==> config.mk <==
export PLATFORM = sky130hd
export DESIGN_NAME = fade_sequencer
export DESIGN_NICKNAME = d
export VERILOG_FILES = /design/src/rtl/fade_pkg.sv /design/src/rtl/tick_gen.sv /design/src/rtl/fade_sequencer.sv
export SDC_FILE = /design/constraint.sdc
export NUM_CORES = 1
export LEC_CHECK = 0
export BUFFER_PORTS_ARGS = -buffer_cell sky130_fd_sc_hd__buf_2
export CORE_AREA = 2 2 59 61
export CTS_CLUSTER_DIAMETER = 100
export CTS_CLUSTER_SIZE = 28
export DETAILED_ROUTE_END_ITERATION = 16
export DIE_AREA = 0 0 61 63
export PLACE_DENSITY = 0.77
export SETUP_SLACK_MARGIN = 0.4
export SYNTH_ARGS = -nofsm -noshare
export SYNTH_HDL_FRONTEND = slang
export SYNTH_SLANG_ARGS = --single-unit
==> constraint.sdc <==
create_clock -name clk -period 2.15 [get_ports clk]
set_input_delay 0.3225 -clock clk [delete_from_list [all_inputs] [get_ports clk]]
set_output_delay 0.3225 -clock clk [all_outputs]
set_load 0.005 [all_outputs]
==> src/rtl/fade_pkg.sv <==
// Shared fade-state codes and colour-wheel segment table for the RGB fade datapath.
// Latency: n/a (types, constants and pure functions only).
// Backpressure: n/a.
package fade_pkg;

    // Per-channel fade state code driven into each fade/PWM channel.
    typedef enum logic [1:0] {
        PWM_INC  = 2'b00,
        PWM_DEC  = 2'b01,
        ON_HOLD  = 2'b10,
        OFF_HOLD = 2'b11
    } fade_state_t;

    // The wheel always has six segments; this is a property of the hue
    // table below and is not meant to be changed.
    localparam int NUM_SEGMENTS = 6;

    typedef enum logic [2:0] {
        SEG0 = 3'd0,
        SEG1 = 3'd1,
        SEG2 = 3'd2,
        SEG3 = 3'd3,
        SEG4 = 3'd4,
        SEG5 = 3'd5
    } seg_t;

    // Codes for all three channels, packed {r, g, b}.
    typedef struct packed {
        fade_state_t r;
        fade_state_t g;
        fade_state_t b;
    } rgb_codes_t;

    // Colour-wheel table: each channel leads the next by two segments (120 deg).
    function automatic rgb_codes_t seg_codes(input seg_t seg);
        rgb_codes_t codes;
        case (seg)
            SEG0:    codes = '{r: ON_HOLD,  g: PWM_INC,  b: OFF_HOLD};
            SEG1:    codes = '{r: PWM_DEC,  g: ON_HOLD,  b: OFF_HOLD};
            SEG2:    codes = '{r: OFF_HOLD, g: ON_HOLD,  b: PWM_INC};
            SEG3:    codes = '{r: OFF_HOLD, g: PWM_DEC,  b: ON_HOLD};
            SEG4:    codes = '{r: PWM_INC,  g: OFF_HOLD, b: ON_HOLD};
            SEG5:    codes = '{r: ON_HOLD,  g: OFF_HOLD, b: PWM_DEC};
            default: codes = '{r: ON_HOLD,  g: PWM_INC,  b: OFF_HOLD};
        endcase
        return codes;
    endfunction

    // Successor segment; the unused encodings 6/7 collapse to SEG0 so the
    // wheel can never lock up outside the table.
    function automatic seg_t seg_next(input seg_t seg);
        seg_t nxt;
        case (seg)
            SEG0:    nxt = SEG1;
            SEG1:    nxt = SEG2;
            SEG2:    nxt = SEG3;
            SEG3:    nxt = SEG4;
            SEG4:    nxt = SEG5;
            default: nxt = SEG0;
        endcase
        return nxt;
    endfunction

endpackage

==> src/rtl/tick_gen.sv <==
// Divides clk by INTERVAL: free-running counter that emits a registered one-cycle tick per wrap.
// Latency: tick is high in the cycle after the counter reaches INTERVAL-1; wrap is the same-cycle combinational view.
// Backpressure: enable=0 freezes the counter and forces tick low; clear (like rst) zeroes counter and tick.
// Ports:
//   clk, rst     - system clock, synchronous active-high reset
//   enable       - count when high, hold when low
//   clear        - synchronous restart of the divider (lower priority than rst)
//   tick         - registered one-cycle pulse, one per INTERVAL enabled cycles
//   wrap         - high in the cycle whose edge wraps the counter (lets the owner advance in step with tick)
module tick_gen #(
    parameter int INTERVAL = 12000
) (
    input  logic clk,
    input  logic rst,
    input  logic enable,
    input  logic clear,
    output logic tick,
    output logic wrap
);

    // Keep at least one bit so INTERVAL=1 still elaborates.
    localparam int TW = (INTERVAL > 1) ? $clog2(INTERVAL) : 1;
    localparam logic [TW-1:0] CNT_LAST = TW'(INTERVAL - 1);

    logic [TW-1:0] r_cnt;
    logic          r_tick;

    assign wrap = enable && !clear && (r_cnt == CNT_LAST);
    assign tick = r_tick;

    always_ff @(posedge clk) begin
        if (rst || clear) begin
            r_cnt  <= '0;
            r_tick <= 1'b0;
        end else if (wrap) begin
            r_cnt  <= '0;
            r_tick <= 1'b1;
        end else if (enable) begin
            r_cnt  <= r_cnt + 1'b1;
            r_tick <= 1'b0;
        end else begin
            r_tick <= 1'b0;
        end
    end

endmodule

==> src/rtl/fade_sequencer.sv <==
// Colour-wheel controller: steps R/G/B fade state codes through six equal segments with 120 deg channel offset.
// Latency: segment, codes and seg_start all update on the edge that completes INC_DEC_INTERVAL*INC_DEC_MAX enabled cycles.
// Backpressure: enable=0 freezes every counter and output, pulses forced low; restart returns to segment 0 like rst.
// Ports:
//   clk, rst              - system clock (12 MHz), synchronous active-high reset
//   enable                - run / freeze the whole sequence
//   restart               - one-cycle request to go back to segment 0 without a reset (ignores enable)
//   r_state/g_state/b_state - registered fade state codes for the three channels
//   segment               - current wheel segment 0..5
//   step_tick             - one-cycle pulse per fade step
//   seg_start             - one-cycle pulse in the first cycle of each new segment
module fade_sequencer
    import fade_pkg::*;
#(
    parameter int INC_DEC_INTERVAL = 12000,
    parameter int INC_DEC_MAX      = 200
) (
    input  logic       clk,
    input  logic       rst,
    input  logic       enable,
    input  logic       restart,
    output logic [1:0] r_state,
    output logic [1:0] g_state,
    output logic [1:0] b_state,
    output logic [2:0] segment,
    output logic       step_tick,
    output logic       seg_start
);

    localparam int SW = (INC_DEC_MAX > 1) ? $clog2(INC_DEC_MAX) : 1;
    localparam logic [SW-1:0] STEP_LAST = SW'(INC_DEC_MAX - 1);

    // Registered state
    logic [SW-1:0] r_step_cnt;
    seg_t          r_seg;
    rgb_codes_t    r_codes;
    logic          r_seg_start;

    // Next-state
    logic [SW-1:0] w_step_cnt_nxt;
    seg_t          w_seg_nxt;
    rgb_codes_t    w_codes_nxt;
    logic          w_seg_start_nxt;

    logic          w_wrap;
    seg_t          w_seg_adv;

    // restart reuses the divider's clear so the fade-step phase restarts
    // together with the segment counter.
    tick_gen #(
        .INTERVAL (INC_DEC_INTERVAL)
    ) u_tick_gen (
        .clk    (clk),
        .rst    (rst),
        .enable (enable),
        .clear  (restart),
        .tick   (step_tick),
        .wrap   (w_wrap)
    );

    assign w_seg_adv = seg_next(r_seg);

    always_comb begin
        w_step_cnt_nxt  = r_step_cnt;
        w_seg_nxt       = r_seg;
        w_codes_nxt     = r_codes;
        w_seg_start_nxt = 1'b0;

        if (restart) begin
            // Beats a coincident segment wrap, and never pulses seg_start.
            w_step_cnt_nxt = '0;
            w_seg_nxt      = SEG0;
            w_codes_nxt    = seg_codes(SEG0);
        end else if (w_wrap) begin
            // w_wrap is already qualified by enable.
            if (r_step_cnt == STEP_LAST) begin
                w_step_cnt_nxt  = '0;
                w_seg_nxt       = w_seg_adv;
                // Codes are registered from the table alongside the segment,
                // so they change on exactly the same edge.
                w_codes_nxt     = seg_codes(w_seg_adv);
                w_seg_start_nxt = 1'b1;
            end else begin
                w_step_cnt_nxt = r_step_cnt + 1'b1;
            end
        end
    end

    always_ff @(posedge clk) begin
        if (rst) begin
            r_step_cnt  <= '0;
            r_seg       <= SEG0;
            r_codes     <= seg_codes(SEG0);
            r_seg_start <= 1'b0;
        end else begin
            r_step_cnt  <= w_step_cnt_nxt;
            r_seg       <= w_seg_nxt;
            r_codes     <= w_codes_nxt;
            r_seg_start <= w_seg_start_nxt;
        end
    end

    assign r_state   = r_codes.r;
    assign g_state   = r_codes.g;
    assign b_state   = r_codes.b;
    assign segment   = r_seg;
    assign seg_start = r_seg_start;

endmodule

==> impl_metrics.py, run 1 <==
metrics = {
    "sta": {
        "finalCritPeriodShare_pct": 83.0,
        "slew_headroom_pct": 65.7,
        "finalHoldViolations": 0,
        "skew_ps": 9.45,
        "finalSetupTns_ps": 0,
        "fin_ws_ps": 365,
        "max_slew.worst_pin.slew_ps": 512,
        "slew_viol_final": 0,
        "fmax_mhz": 560,
        "min_period_ps": 1780,
        "rsz0062_at_grt": "true",
        "setup-violations-final": 0,
    },
    "layout": {
        "fin_nets": 210,
        "diodes": 0,
        "fillers": 289,
        "multi_input_area_um2": 990,
        "final_area_um2": 1940,
        "final_util_pct": 60.1,
        "seqCellArea_um2": 674,
        "area_delta_synth_final_pct": 15.5,
        "fin_cells": 248,
        "layout-drive-gt1-share_pct": 28.2,
    },
    "yosys": {
        "synth-adder-area-share_pct": 4.32,
        "synthXorXnorAreaFrac_pct": 6.25,
        "yosys_warnings": 0,
        "synthFlopType": "dfxtp_1",
        "ys_seq_area_share_pct": 39.3,
        "synth_top_area_share_pct": 39.3,
        "synth_area_leader_cell": "dfxtp_1",
        "synth-async-reset-ratio_pct": 0,
        "synth_edf_count": 0,
        "syn_area_um2": 1680,
        "ys_seq_elements": 33,
        "synth.area.top_cells": "dfxtp_1 (39%), nor2_1 (4.2%), xor2_1 (4.2%), ha_1 (3.7%), nand3_1 (3.6%)",
        "syn_nets": 186,
        "synth_top_family_by_area": "simple AND/OR/NAND/NOR gates",
        "muxShareOfSynthArea_pct": 1.79,
        "synth_compound_area_share_pct": 16.1,
        "yosysUniqueCellTypes": 48,
        "synthCells": 177,
        "avgSynthCellArea_um2": 9.50,
        "synth_simple_gate_area_share_pct": 26.3,
    },
    "detailed_routing": {
        "via_per_inst": 5.90,
        "drc": 0,
        "wirelength_mm": 3.49,
        "detailroute.via_count": 1463,
        "dr.pass1.iters": 4,
        "wl_per_cell_um": 14.1,
        "drt_iter0_drc": 62,
        "ant_nets": 0,
    },
    "cts": {
        "h-tree-depth": 2,
        "path_clk_slew_ps": 100,
        "insertion_delay_ps": 340,
        "root_buffer": "clkbuf_4",
        "numCtsBuffers": 5,
        "clock_path_buffers": 2,
        "tritoncts": "yes",
        "cts.sinks": 33,
    },
    "global_route": {
        "grt_max_degree": 17,
        "antenna_found_initial": 0,
        "grt_pass1_vias": 1309,
        "grt_overflow": 0,
        "grt_pass1_wl_mm": 5.91,
        "grt_use_total_pct": 20.3,
    },
    "power_and_ir_drop": {
        "powerDensity_nw_per_um2": 501,
        "peakVddDrop_mv": 0.323,
        "p_leak_nw": 0.779,
    },
    "floorplanning": {
        "core_um2": 3230,
        "die_area_um2": 3840,
        "initial_core_util_pct": 52.0,
        "rows": 21,
        "fp.dieW_um": 61,
        "pin_count": 15,
        "die_y_um": 63,
    },
    "critical_path": {
        "cp_slowest_cell": "or4_4",
        "critPathCaptureType": "register",
        "cp_top_family": "simple AND/OR/NAND/NOR gates",
        "worstPathBufferInverterCount": 1,
        "crit_required_ps": 2430,
        "cp-start-kind": "register",
        "cp.arrival_ps": 2070,
        "crit_path_max_fanout": 4,
        "cp_cell_sequence": "ha_4, nand4_1, or4_4, nor4_4, buf_4, a32o_1",
        "max_stage_delay_ps": 490,
        "crit_type": "reg -> reg",
    },
    "placement": {
        "routabilityCongestion": 0.760,
        "port_buffers": 14,
        "place_area_um2": 1770,
        "dp_hpwl_mm": 2.29,
        "dp_cells": 231,
        "place_ws_ps": 226,
    },
    "job": {
        "maxCapViolCount": 0,
    },
    "outcome": {
        "status": "finished clean",
    },
    "worst_hold_path": {
        "hold_path_class": "in -> reg",
    },
}
==> cell usage in the layout (no fill, tap or decap), types with 2 or more instances in the layout <==
cell type,Yosys,final
a22o_2,5,2
nor3_1,3,3
nor2_1,19,19
o31ai_1,5,5
inv_1,3,3
or3_2,2,2
nand2_1,8,8
dfxtp_1,33,28
clkbuf_1,1,3
mux2i_1,3,3
dfxtp_2,0,2
xnor2_1,4,4
ha_1,5,3
xor2_1,8,8
o21ai_0,5,5
a2bb2oi_1,3,3
buf_2,2,14
clkbuf_4,0,5
or3_1,2,2
a21oi_1,10,9
nand3_1,12,12
nand4_1,7,7
and3_1,3,3
dfxtp_4,0,3
a22o_4,0,3
buf_4,1,12
or4_1,4,4
==> tightest hold or removal path: stages <==
cell     delay, ps
buf_2           90
or3_2          100
mux2i_1         50
==> state kept, by name (all words and copies together) (netlist names) <==
| name | count |
|---|---|
| u_tick_gen.r_cnt | 14 |
| r_step_cnt | 8 |
| segment | 3 |
| b_state | 2 |
| g_state | 2 |
| r_state | 2 |
| seg_start | 1 |
| u_tick_gen.tick | 1 |
==> Yosys cell counts (3+ instances only) <==
cell type   n
dfxtp_1    33
nor2_1     19
nand3_1    12
a21oi_1    10
nand2_1     8
xor2_1      8
nand4_1     7
a22o_2      5
ha_1        5
o21ai_0     5
o31ai_1     5
or4_1       4
xnor2_1     4
a2bb2oi_1   3
and3_1      3
buf_6       3
inv_1       3
mux2i_1     3
nor3_1      3
==> what timing repair did <==
item,4_1_cts,5_1_grt
hold buffers,0,0
hold endpoints to repair,0,0
setup buffers,5,3
cloned,0,1
resized for setup,6,8
pin swaps,5,0
setup endpoints to repair,14,13
==> per-stage QoR <==
stage	hold slack [ps]	total power, mW
6_report	273	0.973
5_1_grt	271	1.03
4_1_cts	263	0.986
3_5_place_dp	472	0.657
3_3_place_gp	469	0.656
2_1_floorplan	452	0.651
==> layout make-up <==
cell class / count / share of cell area [%]
inverter: 3 / 0.580
sequential: 33 / 34.7
multi-input combinational: 132 / 51.0
clock buffer: 8 / 2.51
tap: 46 / 2.96
timing repair buffer: 26 / 8.25
==> per-layer routing <==
metal  GRT usage [%]  wire, um  vias to the layer above
li1                -         -                      710
met1            25.5      1500                      711
met2            31.3      1780                       36
met3            7.45       149                        6
met4            7.34        56                        0
met5               0         0                        -
==> path summary, 6_finish.rpt <==
check                startpoint            end  slack, ps  cells past startpoint
setup reg to reg  r_step_cnt[0]     segment[1]        370                      6
hold / removal              rst  r_step_cnt[2]        270                      3
setup / recovery  r_step_cnt[0]     segment[1]        370                      6
hold reg to reg      g_state[0]     g_state[0]        490                      1
==> power by group <==
group	leakage, nW	switching [mW]	internal [mW]
clock	0.0265	0.201	0.130
sequential	0.269	0.00144	0.608
combinational	0.483	0.0183	0.0143
total	0.779	0.221	0.753
==> logic make-up (layout without fill, tap and decap cells) <==
family          Yosys count  count (layout)
compound gates           36              36
xor+xnor                 12              12
fa+ha+maj                 6               6
buf+inv                  13              37
flops                    33              33
mux                       3               3
simple gates             74              75
Note: power is estimated with default switching activity, not from simulation.
==> inputs of run 2 (changes only) <==
Settings changed: CORE_AREA 2 2 59 61 to 2 2 60 62, DIE_AREA 0 0 61 63 to 0 0 62 64, PLACE_DENSITY 0.77 to 0.78.
Clock period 2.15 ns to 1.54 ns, I/O delays scaled along.
==> run 2 against run 1 <==
Net effect: the run now ends with negative setup slack left; clock-buffer cell count fell by 1; die area increased by 3.3%; clock power is 73% higher; cell count increased by 18%; highest routed layer unchanged.
==> impl_metrics.py, run 2 (same netlist as run 1, synthesis figures left out) <==
metrics = {
    "placement": {
        "port_buffers": 14,
        "dp_cells": 266,
        "place_ws_ps": -238,
        "dp_hpwl_mm": 2.93,
        "routabilityCongestion": 0.777,
    },
    "worst_hold_path": {
        "hold_path_class": "in -> reg",
        "worstHoldPathCells": 3,
        "holdCritStartpoint": "rst",
        "hold-path-endpoint": "r_step_cnt[2]",
    },
    "critical_path": {
        "worstRegToRegCells": 5,
        "cp-start-kind": "register",
        "reg2reg_setup_slack_ps": -290,
        "crit_path_max_fanout": 6,
        "crit_required_ps": 1800,
        "cp.arrival_ps": 2090,
        "reg2reg_to": "g_state[0]",
        "reg2reg_from": "r_step_cnt[1]",
        "critPathCaptureType": "register",
        "crit_type": "reg -> reg",
    },
    "layout": {
        "largest_reg_flops": 14,
        "layout-drive-gt1-share_pct": 59.3,
        "fin_cells": 292,
        "fin_nets": 254,
        "final_cell_mix": "buf_4 (41), dfxtp_1 (18), buf_6 (14), dfxtp_2 (14), buf_2 (12)",
        "area_delta_synth_final_pct": 52.8,
        "largest_register": "u_tick_gen.r_cnt",
        "layout_commonest_cell": "buf_4",
        "diodes": 0,
    },
    "sta": {
        "min_period_ps": 1830,
        "slew_headroom_pct": 76.5,
        "setup-violations-final": 31,
        "holdWs_ps": 174,
        "max_slew.worst_pin.slew_ps": 351,
        "fmax_mhz": 547,
        "rsz0062_at_grt": "true",
        "finalHoldViolations": 0,
        "skew_ps": 10.9,
        "fin_ws_ps": -288,
        "finalCritPeriodShare_pct": 119,
        "slew_viol_final": 0,
    },
    "detailed_routing": {
        "detailroute.via_count": 1752,
        "ant_nets": 0,
        "drt_iter0_drc": 101,
        "via_per_inst": 6.00,
        "drc": 0,
        "wirelength_mm": 5.45,
        "dr.pass1.iters": 4,
        "wl_per_cell_um": 18.7,
    },
    "power_and_ir_drop": {
        "peakVddDrop_mv": 0.609,
        "p_leak_nw": 1.04,
        "powerDensity_nw_per_um2": 587,
        "power_mw": 1.51,
    },
    "floorplanning": {
        "rows": 21,
        "die_area_um2": 3970,
        "initial_core_util_pct": 51.2,
        "fp.dieW_um": 62,
        "die_y_um": 64,
        "core_um2": 3280,
        "pin_count": 15,
    },
    "cts": {
        "insertion_delay_ps": 350,
        "path_clk_slew_ps": 110,
        "h-tree-depth": 2,
        "cts.sinks": 33,
        "numCtsBuffers": 5,
        "clock_path_buffers": 2,
        "tritoncts": "yes",
        "root_buffer": "clkbuf_4",
    },
    "global_route": {
        "grt_overflow": 0,
        "grt_max_degree": 12,
        "grt_pass1_vias": 1762,
        "antenna_found_initial": 0,
        "grt_pass1_wl_mm": 7.94,
        "grt_use_total_pct": 27.0,
    },
    "outcome": {
        "violations": "negative setup slack",
        "status": "finished, violations left",
    },
    "job": {
        "maxCapViolCount": 0,
    },
}
==> run 2: cell count changes in the layout (fill, tap and decap cells not counted), moves of 9 or more <==
cell     delta
buf_4      +29
dfxtp_1    -10
dfxtp_2    +12
nor2_1     -12
buf_6      +14
nor2_2      +9
==> run 2: layout make-up <==
type | count | area [um2]
clock inverter | 1 | 5.00
fill | 204 | 714
sequential | 33 | 682
inverter | 3 | 11.3
tap | 46 | 57.6
clock buffer | 7 | 65.1
timing repair buffer | 70 | 591
multi-input combinational | 132 | 1160
==> run 2: through the flow <==
| stage | instance area [um2] | TNS, ps | utilization [%] |
|---|---|---|---|
| finish | 2570 | -5110 | 78.2 |
| global route | 2570 | -6180 | 78.2 |
| CTS | 2450 | -2950 | 74.5 |
| detailed placement | 2080 | -4220 | 63.5 |
| global placement | 2080 | -2990 | 63.5 |
| floorplan | 1760 | -1710 | - |
==> run 2: critical path, stage by stage (launching register included) <==
cell and delay [ps]:
dfxtp_2 370, ha_4 140, nand4_1 80, or4_4 560, o31a_4 340, a22o_2 250
==> run 2: timing repair <==
action                                  CTS  global route
cloned                                    1             1
setup buffers                            14             2
hold buffers                              0             0
endpoints found under the setup margin   36            36
pin swaps                                 8             8
resized for setup                        41            28
==> run 2: worst max-delay path by stage <==
stage / start / end / slack [ps] / depth (start not counted)
after floorplan: r_step_cnt[0] / segment[2] / -200 / 5
after global placement: r_step_cnt[1] / g_state[1] / -200 / 5
after detailed placement: r_step_cnt[1] / g_state[1] / -240 / 5
after CTS: r_step_cnt[1] / g_state[1] / -260 / 5
after global routing: r_step_cnt[1] / g_state[0] / -300 / 5
final: r_step_cnt[1] / g_state[0] / -290 / 5
==> run 2: routing by layer <==
metal	routed length, um	part of all wire [%]	track usage, %
met4	269	4.9	13.3
met5	0	0	0
met1	2050	38	29.2
met3	304	5.6	6.28
met2	2820	52	46.9
==> run 2: power by group <==
part | leakage (nW) | internal, mW | switching, mW | total (mW)
Combinational | 0.724 | 0.0393 | 0.0423 | 0.0816
Clock | 0.0413 | 0.264 | 0.307 | 0.571
Sequential | 0.274 | 0.853 | 0.00186 | 0.855
Total | 1.04 | 1.16 | 0.351 | 1.51
